[src/rtl/ram_pkg.sv]
// ram_pkg: shared state encoding, default widths and the parity helper for the RAM write path.
package ram_pkg;

   typedef enum logic [1:0] {WR_IDLE, WR_DATA, WR_DRAIN} wr_state_e;

   localparam int DEF_SIZE_DATA = 8;
   localparam int DEF_SIZE_ADDR = 4;

   function automatic logic even_parity(input logic [63:0] d);
      return ^d;
   endfunction

endpackage

[src/rtl/ram_wr_done_pipe.sv]
// ram_wr_done_pipe: WR_LATENCY-stage shift of the last-write strobe.
// o_pre is the stage that feeds o_done, so the FSM can leave DRAIN on the edge that raises o_done.
module ram_wr_done_pipe #(
   parameter int WR_LATENCY = 2
) (
   input  logic i_clk,
   input  logic i_rst_n,
   input  logic i_strobe,
   output logic o_pre,
   output logic o_done
);

   logic [WR_LATENCY-1:0] sr;
   logic [WR_LATENCY:0]   chain;

   assign chain  = {sr, i_strobe};
   assign o_pre  = chain[WR_LATENCY-1];
   assign o_done = chain[WR_LATENCY];

   always_ff @(posedge i_clk or negedge i_rst_n)
      if (!i_rst_n) sr <= '0;
      else sr <= chain[WR_LATENCY-1:0];

endmodule

[src/rtl/ram_write_burst.sv]
// ram_write_burst: burst command + valid/ready data beats driving a registered RAM write port.
// Define RAM_WRITE_PARITY_EN to append an even-parity MSB to o_ram_wdata.
module ram_write_burst
   import ram_pkg::*;
#(
   parameter int SIZE_DATA  = DEF_SIZE_DATA,
   parameter int SIZE_ADDR  = DEF_SIZE_ADDR,
   parameter int SIZE_LEN   = 4,
   parameter int WR_LATENCY = 2
) (
   input  logic                 i_clk,
   input  logic                 i_rst_n,
   input  logic                 i_cmd_valid,
   output logic                 o_cmd_ready,
   input  logic [SIZE_ADDR-1:0] i_cmd_addr,
   input  logic [SIZE_LEN-1:0]  i_cmd_len,
   input  logic                 i_wr_valid,
   output logic                 o_wr_ready,
   input  logic [SIZE_DATA-1:0] i_wr_data,
   output logic                 o_ram_we,
   output logic [SIZE_ADDR-1:0] o_ram_addr,
`ifdef RAM_WRITE_PARITY_EN
   output logic [SIZE_DATA:0]   o_ram_wdata,
`else
   output logic [SIZE_DATA-1:0] o_ram_wdata,
`endif
   output logic                 o_busy,
   output logic                 o_done
);

   localparam logic [SIZE_ADDR-1:0] ADDR_ONE = 1;
   localparam logic [SIZE_LEN-1:0]  LEN_ONE  = 1;

   wr_state_e state, state_nx;
   logic [SIZE_ADDR-1:0]         r_addr;
   logic [SIZE_LEN-1:0]          r_remain;
   logic [$bits(o_ram_wdata)-1:0] wdata_nx;
   logic cmd_take, beat_take, last_take, r_last_we, drain_end;

   assign cmd_take   = state == WR_IDLE && i_cmd_valid && o_cmd_ready;
   assign beat_take  = state == WR_DATA && i_wr_valid;
   assign last_take  = beat_take && r_remain == '0;
   assign o_wr_ready = state == WR_DATA;
   assign o_busy     = state != WR_IDLE;

`ifdef RAM_WRITE_PARITY_EN
   assign wdata_nx = {even_parity(64'(i_wr_data)), i_wr_data};
`else
   assign wdata_nx = i_wr_data;
`endif

   always_ff @(posedge i_clk or negedge i_rst_n)
      if (!i_rst_n) state <= WR_IDLE;
      else state <= state_nx;

   always_comb begin
      state_nx = state;
      if (cmd_take) state_nx = WR_DATA;
      else if (last_take) state_nx = WR_DRAIN;
      else if (state == WR_DRAIN && drain_end) state_nx = WR_IDLE;
   end

   // o_cmd_ready is a flop so it stays low through reset and rises one clock after release
   always_ff @(posedge i_clk or negedge i_rst_n)
      if (!i_rst_n) begin
         o_cmd_ready <= 1'b0;
         r_addr      <= '0;
         r_remain    <= '0;
         r_last_we   <= 1'b0;
         o_ram_we    <= 1'b0;
         o_ram_addr  <= '0;
         o_ram_wdata <= '0;
      end else begin
         o_cmd_ready <= state_nx == WR_IDLE;
         o_ram_we    <= beat_take;
         r_last_we   <= last_take;
         if (cmd_take) begin
            r_addr   <= i_cmd_addr;
            r_remain <= i_cmd_len;
         end else if (beat_take) begin
            r_addr   <= r_addr + ADDR_ONE;
            r_remain <= r_remain - LEN_ONE;
         end
         if (beat_take) begin
            o_ram_addr  <= r_addr;
            o_ram_wdata <= wdata_nx;
         end
      end

   ram_wr_done_pipe #(.WR_LATENCY(WR_LATENCY)) u_done_pipe (
      .i_clk    (i_clk),
      .i_rst_n  (i_rst_n),
      .i_strobe (r_last_we),
      .o_pre    (drain_end),
      .o_done   (o_done)
   );

endmodule

[config.mk]
export PLATFORM = sky130hd
export DESIGN_NAME = ram_write_burst
export DESIGN_NICKNAME = d
export VERILOG_FILES = /design/src/rtl/ram_pkg.sv /design/src/rtl/ram_wr_done_pipe.sv /design/src/rtl/ram_write_burst.sv
export SDC_FILE = /design/constraint.sdc
export NUM_CORES = 1
export LEC_CHECK = 0
export CAP_MARGIN = 20
export CORE_UTILIZATION = 60
export CTS_CLUSTER_DIAMETER = 200
export DETAILED_ROUTE_END_ITERATION = 8
export DONT_BUFFER_PORTS = 1
export GPL_TIMING_DRIVEN = 0
export PLACE_DENSITY = 0.83
export SLEW_MARGIN = 15
export SYNTH_ARGS = -nofsm -noshare
export SYNTH_HDL_FRONTEND = slang
export SYNTH_SLANG_ARGS = --single-unit
[constraint.sdc]
create_clock -name i_clk -period 2.1 [get_ports i_clk]
set_clock_uncertainty 0.15 [all_clocks]
set_input_delay 0.21 -clock i_clk [delete_from_list [all_inputs] [get_ports i_clk]]
set_output_delay 0.21 -clock i_clk [all_outputs]
set_load 0.02 [all_outputs]
==> results of run 1 <==
worst paths after layout:
path | cells after the start | end | from
min reg2reg | 0 | u_done_pipe.sr[0] | r_last_we
max reg2reg | 4 | r_remain[2] | state[1]
min in group asynchronous | 2 | u_done_pipe.sr[1] | i_rst_n
max | 4 | r_remain[2] | state[1]
max in group asynchronous | 2 | o_ram_wdata[0] | i_rst_n
min | 4 | o_ram_wdata[1] | i_wr_valid
routing by layer:
metal	GRT usage	up-vias	wire, um
li1	-	415	-
met1	0.317	423	953
met2	0.417	23	1240
met3	0.0397	3	73
met4	0.0727	0	25
met5	0	-	0
flip-flops by register name (all words and copies together) (netlist names):
name            count
r_last_we           1
u_done_pipe.sr      2
r_remain            4
o_ram_addr          4
state               2
o_cmd_ready         1
o_ram_wdata         8
o_ram_we            1
r_addr              4
cell families after synthesis:
group / share of synthesized area
AO/OA/AOI/OAI: 0.0864
adder cells (fa/ha/maj): 0.0328
buffers and inverters: 0.0416
flip-flops: 0.591
multiplexers: 0.0175
AND/OR/NAND/NOR: 0.231
power by group:
group          total, mW  internal (mW)  switching [mW]
Sequential         0.520          0.520               0
Clock              0.221         0.0745           0.147
Combinational     0.0402         0.0251          0.0151
Total              0.781          0.620           0.162
through the flow:
stage	setup WS, ns	instance area (um2)	power (mW)
3_5_place_dp	0.545	1170	0.530
2_1_floorplan	0.631	1140	0.530
4_1_cts	0.528	1390	0.788
5_1_grt	0.449	1390	0.815
3_3_place_gp	0.579	1170	0.530
6_report	0.534	1390	0.781
critical path, delay by kind of cell (launching register included):
| kind | cells | cell delay (ns) |
|---|---|---|
| DFF | 1 | 0.45 |
| and+or+nand+nor | 1 | 0.29 |
| AOI/OAI and AO/OA | 1 | 0.29 |
| buffers and inverters | 1 | 0.18 |
| muxes | 1 | 0.12 |
area by class of cell:
cell class,count,share of cell area
Clock buffer,4,0.0189
Timing Repair Buffer,18,0.137
Tap cell,25,0.0225
Inverter,5,0.0135
Multi-Input combinational cell,75,0.302
Sequential cell,27,0.486
Buffer,4,0.0207
layout by cell type (no fill, tap or decap), drive strengths merged:
| master | count |
|---|---|
| nand3b | 1 |
| or3 | 2 |
| o221a | 1 |
| nand3 | 2 |
| o21ai | 3 |
| nor2b | 1 |
| a21o | 1 |
| dlygate4sd3 | 17 |
| a31oi | 1 |
| nor2 | 3 |
| nand2 | 40 |
| inv | 5 |
| nand4bb | 1 |
| mux2i | 2 |
| nor3b | 2 |
| a211oi | 2 |
| or2 | 1 |
| and4bb | 1 |
| o221ai | 1 |
| ha | 3 |
| a22oi | 2 |
| nor3 | 1 |
| a221o | 2 |
| buf | 5 |
| clkbuf | 4 |
| dfrtp | 27 |
| and3 | 2 |
==> parameters.txt, run 1 <==
Parameter                              Value

Floorplan
  Number of placement rows    15
  Effective utilization at floorplan    0.648
  DIE HEIGHT    45.7 um
  Area of the core    0.00176 mm2
  I/O pin count    37
  Total Die Area    0.00208 mm2
  Die boundary width    between 40 and 50 um

Layout
  Multi-input gate area in the final layout    420 um2
  Area of all sequential standard cells    slightly below 700 um2
  Layout-stage area growth over the synthesis result    21.7%
  Fill cell count    112
  Final Non-Filler Cells    158
  Core occupancy in the finished layout    0.789
  Number of nets in the finished design    157
  Fraction of final layout cells with drive strength greater than 1    0.0902
  Antenna Cells    0

Clocking
  Clock transition at the register clock pins on the worst setup and hold paths after CTS    0.13 ns
  Insertion delay to the later sink of the worst-skew pair    0.32 ns
  Worst-case clock buffer depth    2
  Clock tree from TritonCTS    yes
  CTS Hold Buffers Added    18
  Number of clock sinks    27
  Depth of the CTS H-tree    1
  Number of resized instances in the post-cts repair step    0
  Inserted Clock Buffers    3
  # Post-CTS Setup Buffers    0
  Clock root buffer master    sky130_fd_sc_hd__clkbuf_4

Power
  Peak supply drop    0.371 mV
  Leakage power of the design    ~0.76 nW
  Pwr per Cell Area    561 mW/mm2

Synth
  Post-synth net total    134
  Mean Syn Cell Area    10.3 um2
  Commonest register cell after synthesis    sky130_fd_sc_hd__dfrtp_1
  Post-synthesis sequential element count    27
  Most repeated cell in the gate-level netlist after synthesis    sky130_fd_sc_hd__nand2_1
  Sequential area share after synthesis    0.591
  Top post-synthesis cells by count    sky130_fd_sc_hd__nand2_1 (40), sky130_fd_sc_hd__dfrtp_1 (27), sky130_fd_sc_hd__inv_1 (4)
  Synth top area share    0.591
  Most area-consuming cells after synthesis    sky130_fd_sc_hd__dfrtp_1 (59%), sky130_fd_sc_hd__nand2_1 (13%), sky130_fd_sc_hd__ha_1 (3.3%)
  Number of enable-type register cells in the synthesized netlist    0
  Area of the mapped netlist    0.00114 mm2
  Number of standard cells after synthesis    111
  Leading area contributor after synthesis    sky130_fd_sc_hd__dfrtp_1
  Number of warnings issued by yosys    0
  Asr flop ratio synth    1.00
  Count of distinct cell types in the synthesized netlist    28

Worst setup path
  Largest stage delay, worst path    0.45 ns
  Crit end category    register
  Cell-by-cell trace of the critical path    nand3b_2, buf_6, mux2i_1, a221o_1
  Data required time at the worst endpoint    2.18 ns
  Critical path start-end classification    register to register
  CP startpoint kind    register
  Data arrival time of the critical path    1.64 ns
  Cell at the slowest stage of the critical path    sky130_fd_sc_hd__dfrtp_1
  Reg2reg setup slack    roughly 0.53 ns
  Critical Path Fanout Max    10

Job
  Number of violations of the max-capacitance limit    0

Drt
  Post-detailed-routing wire length    between 2 and 2.5 mm
  Vias    864
  Routed len/inst    14.5 um
  Drt pass-1 iters    2
  Vias per cell    5.47
  1st-iter DRT viols    6
  Remaining antenna violation count    0
  Post-route DRC violation count    0

Timing
  Time the final worst path needs with I/O delays and setup    about 1.6 ns
  Tightest Pin Transition    0.393 ns
  Max_slew headroom    0.737
  Final setup violation count    0
  Unrepaired setup endpoints after global routing    false
  Setup TNS Final    0 ns
  Number of pins exceeding their max-slew limit in the final report    0
  Final hold violation count    0
  Final critical-path share of the clock period    0.746
  Smallest hold slack    0.0845 ns
  Timing-limited maximum frequency    0.638 GHz

Global routing
  Gr usage total    0.244
  Antenna violations before repair    0
  Total gr overflow    0
  Pin count of the biggest net entering global routing    28
  Global-route wire length before repair    3.52 mm
  Number of global-route vias before repair    811

Placement
  Cell count after placement    roughly 140
  GP Congestion    between 0.7 and 0.8
  Half-perimeter wire length after placement    1.52 mm
  Port bufs    0

Min path
  Type of the tightest min-delay check    input port to register

Status
  Result of the run    completed
Power figures use the tool's default switching activity.
==> run 2: changes to the inputs <==
Settings changed: CORE_UTILIZATION 60 to 54, PLACE_DENSITY 0.83 to 0.79.
Clock period 2.1 ns to 1.4 ns, I/O delays scaled along.
==> run 2 against run 1 <==
The flow now finishes with violations (setup timing). Critical path depth stayed put. Power increased by 53%. Setup slack worse by 0.64 ns.
==> parameters.txt, run 2 (synthesis results as in run 1) <==
Parameter                              Value

Placement
  Port bufs    0 (unchanged)
  Pre-CTS setup slack    -0.118 ns (was 0.545 ns)
  GP Congestion    0.771 (was 0.773)
  DP Area    0.00119 mm2 (was 0.00117 mm2)
  Half-perimeter wire length after placement    1.42 mm (was 1.52 mm)

Clocking
  Depth of the CTS H-tree    1 (unchanged)
  Clock tree from TritonCTS    yes (unchanged)
  Clock transition at the register clock pins on the worst setup and hold paths after CTS    0.16 ns (was 0.13 ns)
  Clock root buffer master    sky130_fd_sc_hd__clkbuf_4 (unchanged)
  Inserted Clock Buffers    3 (unchanged)
  Insertion delay to the later sink of the worst-skew pair    0.33 ns (was 0.32 ns)
  Number of clock sinks    27 (unchanged)
  Worst-case clock buffer depth    2 (unchanged)

Power
  Sequential cell fraction of total power    0.653 (was 0.666)
  Clock power frac    0.291 (was 0.283)
  Leakage power of the design    0.803 nW (was 0.755 nW)
  Power spent charging and discharging nets    0.264 mW (was 0.162 mW)
  Peak supply drop    0.538 mV (was 0.371 mV)
  Combinational fraction of design power    0.056 (was 0.051)
  Sw frac    0.221 (was 0.207)
  Total internal power    0.931 mW (was 0.620 mW)
  Pwr per Cell Area    793 mW/mm2 (was 561 mW/mm2)

Layout
  Fill cell count    137 (was 112)
  Reg with most FFs    o_ram_wdata (unchanged)
  Number of nets in the finished design    164 (was 157)
  Fraction of final layout cells with drive strength greater than 1    0.186 (was 0.0902)
  Number of flip-flops under the largest register name    8 (unchanged)
  Core occupancy in the finished layout    0.760 (was 0.789)
  Area of all placed cells without fillers    0.00151 mm2 (was 0.00139 mm2)
  Commonest non-fill, non-tap cell in the layout    sky130_fd_sc_hd__nand2_1 (unchanged)
  Most frequent cells in the layout    sky130_fd_sc_hd__nand2_1 (39), sky130_fd_sc_hd__dfrtp_1 (24), sky130_fd_sc_hd__dlygate4sd3_1 (19) (was sky130_fd_sc_hd__nand2_1 (40), sky130_fd_sc_hd__dfrtp_1 (27), sky130_fd_sc_hd__dlygate4sd3_1 (17))
  Antenna Cells    0 (unchanged)
  Layout-stage area growth over the synthesis result    31.7% (was 21.7%)

Worst setup path
  Data arrival time of the critical path    1.57 ns (was 1.64 ns)
  Critical Path Fanout Max    9 (was 10)
  CP startpoint kind    register (unchanged)
  Crit end category    register (unchanged)
  Data required time at the worst endpoint    1.47 ns (was 2.18 ns)
  Critical path start-end classification    register to register (unchanged)

Global routing
  Total gr overflow    0 (unchanged)
  Pin count of the biggest net entering global routing    28 (unchanged)
  Number of global-route vias before repair    809 (was 811)
  Global-route wire length before repair    3.54 mm (was 3.52 mm)
  Gr usage total    0.230 (was 0.244)
  Antenna violations before repair    0 (unchanged)

Status
  Failing checks    setup timing
  Result of the run    complete, but fails checks (was completed)

Drt
  Post-route DRC violation count    0 (unchanged)
  Vias    901 (was 864)
  Drt pass-1 iters    4 (was 2)
  1st-iter DRT viols    12 (was 6)
  Post-detailed-routing wire length    2.39 mm (was 2.29 mm)
  Remaining antenna violation count    0 (unchanged)
  Routed len/inst    14.3 um (was 14.5 um)
  Vias per cell    5.40 (was 5.47)

Timing
  Number of pins exceeding their max-slew limit in the final report    0 (unchanged)
  Tightest Pin Transition    0.249 ns (was 0.393 ns)
  Final setup violation count    7 (was 0)
  Setup TNS Final    -0.376 ns (was 0 ns)
  Max_slew headroom    0.834 (was 0.737)
  Timing-limited maximum frequency    0.665 GHz (was 0.638 GHz)
  Final hold violation count    0 (unchanged)
  Unrepaired setup endpoints after global routing    true (was false)
  Smallest hold slack    0.0698 ns (was 0.0845 ns)
  Final critical-path share of the clock period    1.07 (was 0.746)
  Final WS setup    -0.104 ns (was 0.534 ns)
  Time the final worst path needs with I/O delays and setup    1.50 ns (was 1.57 ns)

Min path
  Type of the tightest min-delay check    input port to asynchronous set/reset pin (was input port to register)

Floorplan
  Effective utilization at floorplan    0.577 (was 0.648)
  Area of the core    0.00198 mm2 (was 0.00176 mm2)
  Number of placement rows    16 (was 15)
  DIE HEIGHT    48.0 um (was 45.7 um)
  I/O pin count    37 (unchanged)
  Total Die Area    0.00231 mm2 (was 0.00208 mm2)
  Die boundary width    48.0 um (was 45.7 um)

Job
  Number of violations of the max-capacitance limit    0 (unchanged)
[run 2: final timing paths]
| path | cells after the start | end | from | slack, ns |
|---|---|---|---|---|
| max in group asynchronous | 2 | state[1] | i_rst_n | 0.86 |
| worst max register to register | 4 | r_remain[2] | state[0] | -0.10 |
| worst max-delay path | 4 | r_remain[2] | state[0] | -0.10 |
| worst min-delay path | 2 | r_addr[2] | i_rst_n | 0.07 |
| min in group i_clk | 3 | o_cmd_ready | i_cmd_valid | 0.08 |
| worst min register to register | 0 | u_done_pipe.sr[0] | r_last_we | 0.22 |
[run 2: cell type report]
class | instances | area [um2] | area share
Timing Repair Buffer | 25 | 248 | 0.164
Clock inverter | 1 | 7.51 | 0.00498
Buffer | 4 | 45.0 | 0.0299
Clock buffer | 3 | 22.5 | 0.0150
Sequential cell | 27 | 679 | 0.451
Inverter | 5 | 21.3 | 0.0141
Multi-Input combinational cell | 75 | 449 | 0.298
Tap cell | 27 | 33.8 | 0.0224
[run 2: what timing repair did]
item,4_1_cts,5_1_grt
hold buffers,20,0
hold endpoints to repair,43,0
cloned,0,0
pin swaps,4,1
gates resized for setup,8,5
buffers inserted,5,0
endpoints found under the setup margin,10,21
[run 2: critical path, cell delays in order, from the launching register on]
cell and delay, ns:
sky130_fd_sc_hd__dfrtp_2 0.46, sky130_fd_sc_hd__and4bb_1 0.29, sky130_fd_sc_hd__buf_6 0.14, sky130_fd_sc_hd__mux2i_1 0.08, sky130_fd_sc_hd__a221o_1 0.29
[run 2: power groups by stage]
stage | sequential [mW] | clock [mW] | combinational, mW
final | 0.780 | 0.347 | 0.0669
after global routing | 0.780 | 0.376 | 0.0724
after floorplan | 0.795 | 0 | 0.000457
after detailed placement | 0.795 | 0 | 0.000457
after global placement | 0.795 | 0 | 0.000457
after CTS | 0.780 | 0.349 | 0.0671
[run 2: stage by stage]
| step | power (mW) | std cells |
|---|---|---|
| 4_1_cts | 1.20 | 167 |
| 5_1_grt | 1.23 | 167 |
| 3_3_place_gp | 0.795 | 138 |
| 3_5_place_dp | 0.795 | 138 |
| 6_report | 1.19 | 167 |
| 2_1_floorplan | 0.795 | 111 |
[run 2: metal layers]
metal,global-route usage,vias up,share of wire
met2,0.370,27,0.50
met3,0.0604,4,0.039
li1,-,431,-
met5,0,-,0
met1,0.304,439,0.45
met4,0.0722,0,0.010
